==> src/rtl/fb_fill_engine_if.sv <==
// Avalon-MM write-only bus between the framebuffer fill engine and SDRAM.
// Signals:
//   avm_address     - byte address of the current pixel write
//   avm_write       - write request
//   avm_writedata   - pixel colour, 0xAARRGGBB
//   avm_byteenable  - byte lanes, all four enabled for every write
//   avm_waitrequest - slave stall; the master holds everything while high
// Modports: master (fill engine side), slave (memory side).
interface fb_fill_engine_if #(
    parameter int ADDR_WIDTH = 32
);
    logic [ADDR_WIDTH-1:0] avm_address;
    logic                  avm_write;
    logic [31:0]           avm_writedata;
    logic [3:0]            avm_byteenable;
    logic                  avm_waitrequest;

    modport master (
        output avm_address,
        output avm_write,
        output avm_writedata,
        output avm_byteenable,
        input  avm_waitrequest
    );

    modport slave (
        input  avm_address,
        input  avm_write,
        input  avm_writedata,
        input  avm_byteenable,
        output avm_waitrequest
    );
endinterface

==> src/rtl/fb_fill_engine.sv <==
// Framebuffer fill engine. A start pulse latches colour, base address and
// dimensions, then the engine writes the colour to every pixel of the
// width x height framebuffer through an Avalon-MM write master, one pixel
// per cycle when the slave does not stall.
// Ports:
//   clock, reset_n     - system clock, synchronous active-low reset
//   start_i            - one-cycle fill command (ignored unless idle)
//   fb_base_addr_i     - byte address of pixel (0,0), 4-byte aligned
//   fill_color_i       - fill colour 0xAARRGGBB
//   fb_width_i/height_i- framebuffer dimensions in pixels
//   avm                - Avalon-MM write master
//   busy_o             - high while pixel writes are in progress
//   done_o             - one-cycle completion pulse
//   pixels_written_o   - accepted writes since the last accepted start
module fb_fill_engine #(
    parameter int ADDR_WIDTH = 32,
    parameter int DIM_WIDTH  = 16
) (
    input  logic                  clock,
    input  logic                  reset_n,
    input  logic                  start_i,
    input  logic [ADDR_WIDTH-1:0] fb_base_addr_i,
    input  logic [31:0]           fill_color_i,
    input  logic [DIM_WIDTH-1:0]  fb_width_i,
    input  logic [DIM_WIDTH-1:0]  fb_height_i,
    fb_fill_engine_if.master      avm,
    output logic                  busy_o,
    output logic                  done_o,
    output logic [31:0]           pixels_written_o
);
    typedef enum logic [1:0] {
        ST_IDLE  = 2'd0,
        ST_WRITE = 2'd1,
        ST_DONE  = 2'd2
    } state_t;

    state_t                state_q, state_d;
    logic [ADDR_WIDTH-1:0] addr_q, addr_d;
    logic [31:0]           color_q, color_d;
    logic [DIM_WIDTH-1:0]  width_q, width_d;
    logic [DIM_WIDTH-1:0]  height_q, height_d;
    logic [DIM_WIDTH-1:0]  x_q, x_d;
    logic [DIM_WIDTH-1:0]  y_q, y_d;
    logic [31:0]           pix_q, pix_d;
    logic                  write_q, write_d;
    logic                  busy_q, busy_d;
    logic                  done_q, done_d;

    logic                  accept_s;
    logic                  last_x_s;
    logic                  last_y_s;

    // A write completes on any edge where the request is up and the slave is not stalling.
    assign accept_s = write_q & ~avm.avm_waitrequest;
    assign last_x_s = (x_q == (width_q - DIM_WIDTH'(1)));
    assign last_y_s = (y_q == (height_q - DIM_WIDTH'(1)));

    // Next-state and next-output logic; outputs are computed one cycle ahead so they leave registers.
    always_comb begin
        state_d  = state_q;
        addr_d   = addr_q;
        color_d  = color_q;
        width_d  = width_q;
        height_d = height_q;
        x_d      = x_q;
        y_d      = y_q;
        pix_d    = pix_q;
        write_d  = 1'b0;
        busy_d   = 1'b0;
        done_d   = 1'b0;

        case (state_q)
            ST_IDLE: begin
                if (start_i) begin
                    addr_d   = fb_base_addr_i;
                    color_d  = fill_color_i;
                    width_d  = fb_width_i;
                    height_d = fb_height_i;
                    x_d      = DIM_WIDTH'(0);
                    y_d      = DIM_WIDTH'(0);
                    pix_d    = 32'd0;
                    // An empty framebuffer skips the bus entirely.
                    if ((fb_width_i == DIM_WIDTH'(0)) || (fb_height_i == DIM_WIDTH'(0))) begin
                        state_d = ST_DONE;
                        done_d  = 1'b1;
                    end else begin
                        state_d = ST_WRITE;
                        write_d = 1'b1;
                        busy_d  = 1'b1;
                    end
                end else begin
                    state_d = ST_IDLE;
                end
            end
            ST_WRITE: begin
                write_d = 1'b1;
                busy_d  = 1'b1;
                if (accept_s) begin
                    // Rows are contiguous, so a running +4 covers the whole frame.
                    addr_d = addr_q + ADDR_WIDTH'(4);
                    pix_d  = pix_q + 32'd1;
                    if (last_x_s) begin
                        x_d = DIM_WIDTH'(0);
                        y_d = y_q + DIM_WIDTH'(1);
                    end else begin
                        x_d = x_q + DIM_WIDTH'(1);
                    end
                    if (last_x_s && last_y_s) begin
                        state_d = ST_DONE;
                        write_d = 1'b0;
                        busy_d  = 1'b0;
                        done_d  = 1'b1;
                    end else begin
                        state_d = ST_WRITE;
                    end
                end else begin
                    state_d = ST_WRITE;
                end
            end
            ST_DONE: begin
                state_d = ST_IDLE;
            end
            default: begin
                state_d = ST_IDLE;
            end
        endcase
    end

    // State and output registers with synchronous reset; an in-flight write is simply dropped.
    always_ff @(posedge clock) begin
        if (!reset_n) begin
            state_q  <= ST_IDLE;
            addr_q   <= ADDR_WIDTH'(0);
            color_q  <= 32'd0;
            width_q  <= DIM_WIDTH'(0);
            height_q <= DIM_WIDTH'(0);
            x_q      <= DIM_WIDTH'(0);
            y_q      <= DIM_WIDTH'(0);
            pix_q    <= 32'd0;
            write_q  <= 1'b0;
            busy_q   <= 1'b0;
            done_q   <= 1'b0;
        end else begin
            state_q  <= state_d;
            addr_q   <= addr_d;
            color_q  <= color_d;
            width_q  <= width_d;
            height_q <= height_d;
            x_q      <= x_d;
            y_q      <= y_d;
            pix_q    <= pix_d;
            write_q  <= write_d;
            busy_q   <= busy_d;
            done_q   <= done_d;
        end
    end

    assign avm.avm_address    = addr_q;
    assign avm.avm_write      = write_q;
    assign avm.avm_writedata  = color_q;
    assign avm.avm_byteenable = 4'hF;
    assign busy_o             = busy_q;
    assign done_o             = done_q;
    assign pixels_written_o   = pix_q;
endmodule

==> src/flat_wrapper.sv <==
// flat-port wrapper written by rule: the top's interface ports become plain ports
module fb_fill_engine_flat 
#(
    parameter int ADDR_WIDTH = 32,
    parameter int DIM_WIDTH  = 16
)
  (clock, reset_n, start_i, fb_base_addr_i, fill_color_i, fb_width_i, fb_height_i, busy_o, done_o, pixels_written_o, avm_avm_address, avm_avm_write, avm_avm_writedata, avm_avm_byteenable, avm_avm_waitrequest);
  fb_fill_engine_if #(.ADDR_WIDTH(ADDR_WIDTH)) avm_i ();
  input  logic clock;
  input  logic reset_n;
  input  logic start_i;
  input  logic [ADDR_WIDTH-1:0] fb_base_addr_i;
  input  logic [31:0] fill_color_i;
  input  logic [DIM_WIDTH-1:0] fb_width_i;
  input  logic [DIM_WIDTH-1:0] fb_height_i;
  output logic busy_o;
  output logic done_o;
  output logic [31:0] pixels_written_o;
  output wire logic [$bits(avm_i.avm_address)-1:0] avm_avm_address;
  output wire logic [$bits(avm_i.avm_write)-1:0] avm_avm_write;
  output wire logic [$bits(avm_i.avm_writedata)-1:0] avm_avm_writedata;
  output wire logic [$bits(avm_i.avm_byteenable)-1:0] avm_avm_byteenable;
  input wire logic [$bits(avm_i.avm_waitrequest)-1:0] avm_avm_waitrequest;
  assign avm_avm_address = avm_i.avm_address;
  assign avm_avm_write = avm_i.avm_write;
  assign avm_avm_writedata = avm_i.avm_writedata;
  assign avm_avm_byteenable = avm_i.avm_byteenable;
  assign avm_i.avm_waitrequest = avm_avm_waitrequest;
  fb_fill_engine #(.ADDR_WIDTH(ADDR_WIDTH), .DIM_WIDTH(DIM_WIDTH)) u_core (.clock(clock), .reset_n(reset_n), .start_i(start_i), .fb_base_addr_i(fb_base_addr_i), .fill_color_i(fill_color_i), .fb_width_i(fb_width_i), .fb_height_i(fb_height_i), .avm(avm_i), .busy_o(busy_o), .done_o(done_o), .pixels_written_o(pixels_written_o));
endmodule
==> config.mk <==
export PLATFORM = sky130hd
export DESIGN_NAME = fb_fill_engine_flat
export DESIGN_NICKNAME = d
export VERILOG_FILES = /design/src/rtl/fb_fill_engine_if.sv /design/src/rtl/fb_fill_engine.sv /design/src/flat_wrapper.sv
export SDC_FILE = /design/constraint.sdc
export NUM_CORES = 1
export LEC_CHECK = 0
export CORE_MARGIN = 1.5
export CORE_UTILIZATION = 40
export CTS_CLUSTER_DIAMETER = 40
export CTS_CLUSTER_SIZE = 24
export DETAILED_ROUTE_END_ITERATION = 12
export PLACE_DENSITY = 0.76
export SLEW_MARGIN = 20
export SYNTH_ARGS = -nofsm -noshare
export SYNTH_HDL_FRONTEND = slang
export SYNTH_SLANG_ARGS = --single-unit
export TNS_END_PERCENT = 5
==> constraint.sdc <==
create_clock -name clock -period 9.3 [get_ports clock]
set_input_delay 1.86 -clock clock [delete_from_list [all_inputs] [get_ports clock]]
set_output_delay 1.86 -clock clock [all_outputs]
set_load 0.01 [all_outputs]
## Word-level counts from Yosys, hierarchy flattened

Cells that the tools add are included.

| word-level totals | value |
|---|---|
| register bits after elaboration | 164 |
| output and inout port bits | 103 |

| cells by class | value |
|---|---|
| add/subtract/negate cells | 6 |
| eq/ne operators | 6 |
| multiplexer cells | 28 |
| bitwise gates (word level) | 2 |
| reductions and logical operators | 9 |

Operator list:

| cell | count |
|---|---|
| 2-to-1 mux 32 bit | 4 |
| case mux 32 bit (2 select lines) | 2 |
| 2-to-1 mux 16 bit | 5 |
| case mux 16 bit (2 select lines) | 2 |
| adder 16 x 1 -> 16 bit, second input constant | 2 |
| adder 32 x 1 -> 32 bit, second input constant | 1 |
| adder 32 x 3 -> 32 bit, second input constant | 1 |
| equality test 16 bit | 2 |
| logical NOT 16 bit | 2 |
| subtractor 16 x 1 -> 16 bit, second input constant | 2 |
| 2-to-1 mux 1 bit | 8 |
| 2-to-1 mux 2 bit | 4 |
| != test 2 x 1 -> 1 bit, second input constant | 2 |
| case mux 1 bit (2 select lines) | 2 |
| case mux 2 bit (2 select lines) | 1 |
| AND reduction 4 bit | 1 |
| AND reduction 3 bit | 1 |
| equality test 2 x 1 -> 1 bit, second input constant | 1 |
| logical NOT 2 bit | 1 |
| != test 2 bit, second input constant | 1 |
| AND reduction 2 bit | 1 |
| nonzero test 2 bit | 1 |
| AND 1 bit | 1 |
| logical AND 1 bit | 1 |
| other kinds (2) | 2 |

## Depth between registers and ports, before layout

| depth | value |
|---|---|
| depth in word-level cells | 6 |
| depth in mapped cells | 13 |
| mapped depth without buffers | 10 |

## Worst setup path after synthesis

Ideal clock, no wire load.

| timing | value |
|---|---|
| path type | input to register |
| start point | input start_i |
| end point | register u_core.pix_q[30], in the netlist u_core.pixels_written_o[30] |
| arrival time | 4121 ps |
| path slack | 5108 ps |
| stages | 8 |
| cell sequence | or3b_2 > clkbuf_1 > a2111oi_0 > nand2_1 > nor2_1 > nand4_1 > or3_1 > a21oi_1 |

| between the ends | value |
|---|---|
| word-level cells in the longest chain between the ends | 2 |

RTL lines:

| what | RTL line | RTL |
|---|---|---|
| from (decl) | flat_wrapper.sv:11 | `input logic start_i;` |
| != test 2 bit (no line) | -- |  |
| AND reduction 3 bit (no line) | -- |  |
| to (signal assigned) | fb_fill_engine.sv:151 | `pix_q <= pix_d;` |
| to (decl) | fb_fill_engine.sv:44 | `logic [31:0] pix_q, pix_d;` |

No other way between the ends.
A chain may end at the register's enable or synchronous reset.

## Worst setup path in the final report

| timing | value |
|---|---|
| start point | input avm_avm_waitrequest |
| end point | register u_core.pix_q[30], in the netlist u_core.pixels_written_o[30] |

| between the ends | value |
|---|---|
| word-level cells in the longest chain between the ends | 4 |

RTL lines:

| what | RTL line | RTL |
|---|---|---|
| from (decl) | flat_wrapper.sv:23 | `input wire logic [$bits(avm_i.avm_waitrequest)-1:0] avm_avm_waitrequest;` |
| NOT 1 bit | fb_fill_engine.sv:54 | `assign accept_s = write_q & ~avm.avm_waitrequest;` |
| AND 1 bit | fb_fill_engine.sv:54 |  |
| != test 2 x 1 -> 1 bit (no line) | -- |  |
| AND reduction 3 bit (no line) | -- |  |

No other way between the ends.

==> flow_summary.json <==
{
  "status": "finished clean",
  "internal_power_mw": 1.26,
  "cts-root-buf": "clkbuf_16",
  "setup_tns_ns": 0,
  "ir_worst_vdd_mv": 0.105,
  "tritoncts": "done",
  "n_antenna_cell": 0,
  "post_cts_buffers": 0,
  "yosysTopAreaCell": "dfxtp_1",
  "yosysUniqueCellTypes": 68,
  "insertion_delay_ns": 0.43,
  "critPathKind": "input port to register",
  "clock_path_buffers": 2,
  "fin_skew_ns": 0.0129,
  "grt_pass1_wl_um": 39200,
  "wl_um": 23600,
  "syn_avg_cell_area_um2": 7.77,
  "tightestPinTransition_ns": 0.863,
  "drc": 0,
  "drv_cap": 0,
  "crit_path_end_kind": "register",
  "die_area_um2": 22200,
  "ys_ff_latch": 162,
  "synthArstFlopShare_pct": 0,
  "hold_viol": 0,
  "required_ns": 9.66,
  "fin_crit_ns": 4.56,
  "gp_congestion": 0.853,
  "layout-drive-gt1-share_pct": 4.80,
  "powerDensity_nw_per_um2": 155,
  "synth_top_area_share_pct": 38.0,
  "overflow": 0,
  "syn_inst": 1098,
  "dieHeight_um": 149,
  "critPathBufInv": 1,
  "timing.final.ws_setup_ns": 4.74,
  "ys_dominant_reg_cell": "dfxtp_1",
  "critical_path.cell_chain": "clkdlybuf4s50_1 > or3b_2 > a2111oi_0 > nand2_1 > nor2_1 > nand4_1 > or3_1 > a21oi_1",
  "top_level_ports": 203,
  "core_area_um2": 21000,
  "relSlewSlack_pct": 42.4,
  "rsz0062_at_grt": "false",
  "io_buffers": 198,
  "fin_crit_sh_pct": 49.1,
  "die_x_um": 149,
  "p_comb_share_pct": 16.8,
  "pre_cts_ws_ns": 4.30,
  "max_freq_mhz": 219,
  "netlist_area_um2": 8530,
  "layout.cells.most_common_list": "197 x clkdlybuf4s50_1, 196 x nand2_1, 162 x dfxtp_1, 80 x nor2_1, 74 x o21ai_0",
  "num_vias": 8324,
  "swShare_pct": 27.8,
  "antenna_found_initial": 0,
  "crit_family": "simple AND/OR/NAND/NOR gates",
  "wl_per_cell_um": 15.2,
  "num-nets-final": 1364,
  "first_pass_iters": 4,
  "yosys_warnings": 0,
  "maxSlewViolCount": 0,
  "drt_iter0_markers": 386,
  "initial_utilization_pct": 40.7,
  "crit_path_start_kind": "input port",
  "cts_made_buffers": 17,
  "syn2layout_area_growth_pct": 31.8,
  "synth_edf_count": 0,
  "pwr-share-clk_pct": 39.7,
  "std_cell_rows": 53,
  "layout_commonest_cell": "clkdlybuf4s50_1",
  "numClockSinks": 162,
  "worstPathMaxFanout": 5,
  "leakage_nw": 4.08,
  "worst_path_max_delay_cell": "a2111oi_0",
  "htree_num_levels": 4,
  "cts.clk_slew.worst_paths_ns": 0.07,
  "critPathMaxStageDelay_ns": 0.74,
  "finalSetupViolCount": 0,
  "dp_hpwl_um": 16700,
  "cts.repair.resized": 0,
  "netlist_top_cells_area": "dfxtp_1 38%, nand2_1 8.6%, a21boi_0 6.0%",
  "drtAntennaViolNets": 0,
  "cp.arrival_ns": 4.92,
  "grt_max_degree": 68,
  "p_seq_share_pct": 43.5,
  "holdBufCountCts": 0,
  "track_usage_pct": 21.5,
  "routed_via_density": 5.38,
  "grt_pass1_vias": 8035,
  "hold_class": "register to register",
  "yosysSeqAreaShare_pct": 38.0,
  "p_switching_uw": 484,
  "n_fill_cell": 1965
}
## final cells by class
| cell class | count | area, µm² | share of cell area [%] |
|---|---|---|---|
| clock inverter | 12 | 123 | 1.09 |
| inverter | 20 | 75.1 | 0.667 |
| sequential | 162 | 3240 | 28.8 |
| timing repair buffer | 208 | 2050 | 18.2 |
| clock buffer | 20 | 457 | 4.06 |
| multi-input combinational | 849 | 4950 | 44.0 |
| tap | 275 | 344 | 3.06 |
## cell usage after synthesis (6+ instances only)
cell type,number
buf_1,7
and2_1,15
or4_1,9
a21boi_0,68
a21oi_1,55
nand2_1,196
nor3_1,16
a22oi_1,10
nand3_1,44
a21o_1,12
ha_1,6
o21ai_0,74
inv_1,20
and3_1,30
nor2b_1,12
nand4_1,20
nor4_1,17
xnor2_1,33
nor3b_1,14
clkbuf_1,53
xor2_1,32
o31ai_1,9
a31oi_1,11
nor2_1,81
dfxtp_1,162
or3_1,17
## through the flow
step	area, µm²	hold WS [ns]	instances	utilization [%]	power, mW
6_report	11200	0.461	1546	53.7	1.74
5_1_grt	11200	0.485	1546	53.7	1.82
4_1_cts	11200	0.464	1546	53.6	1.76
3_5_place_dp	10700	0.456	1514	50.8	1.06
3_3_place_gp	10700	0.451	1514	50.8	1.06
2_1_floorplan	8540	0.455	1101	-	0.937
## worst reg2reg max path: stages (launching register included)
cell and delay, ns:
dfxtp_1 0.37, inv_1 0.08, ha_1 0.31, or4b_1 0.63
o21ai_0 0.30, o2111ai_1 0.15, nand4bb_1 0.36, nor4_4 0.40
nand3b_1 0.63, o21ai_0 0.22, a21o_1 0.21
## kinds of logic after synthesis
| family | count (synthesis) | share of synthesized area, % |
|---|---|---|
| adder cells (fa/ha/maj) | 6 | 0.880 |
| AO/OA/AOI/OAI | 276 | 21.1 |
| XOR/XNOR | 65 | 6.67 |
| multiplexers | 3 | 0.367 |
| flip-flops | 162 | 38.0 |
| other | 1 | 0.0440 |
| AND/OR/NAND/NOR | 495 | 28.6 |
| buffers and inverters | 90 | 4.33 |
## worst paths after layout
kind                                startpoint                           end  slack, ns  cells past startpoint
setup / recovery           avm_avm_waitrequest   u_core.pixels_written_o[30]       4.74                      8
hold reg to reg   u_core.avm.avm_writedata[16]  u_core.avm.avm_writedata[16]       0.46                      2
hold / removal    u_core.avm.avm_writedata[16]  u_core.avm.avm_writedata[16]       0.46                      2
setup reg to reg             u_core.width_q[0]                 u_core.x_q[5]       5.56                     10
## state kept, by name (all words and copies together) (netlist names)
name / flops
u_core.avm.avm_address: 32
u_core.avm.avm_writedata: 32
u_core.pixels_written_o: 32
u_core.height_q: 16
u_core.width_q: 16
u_core.x_q: 16
u_core.y_q: 16
u_core.done_o: 1
u_core.state_q: 1
## power groups by stage
stage | sequential (mW) | combinational, mW | clock (mW)
finish | 0.758 | 0.292 | 0.691
global route | 0.763 | 0.324 | 0.736
CTS | 0.758 | 0.292 | 0.707
detailed placement | 0.773 | 0.290 | 0
global placement | 0.772 | 0.285 | 0
floorplan | 0.774 | 0.163 | 0
## layer usage
layer	up-vias	share of wire [%]	track usage [%]
li1	4180	-	-
met1	3902	44	26.9
met2	183	49	36.4
met3	59	3.4	3.24
met4	0	3.4	10.0
met5	-	0	0
Note: power is estimated with default switching activity, not from simulation.
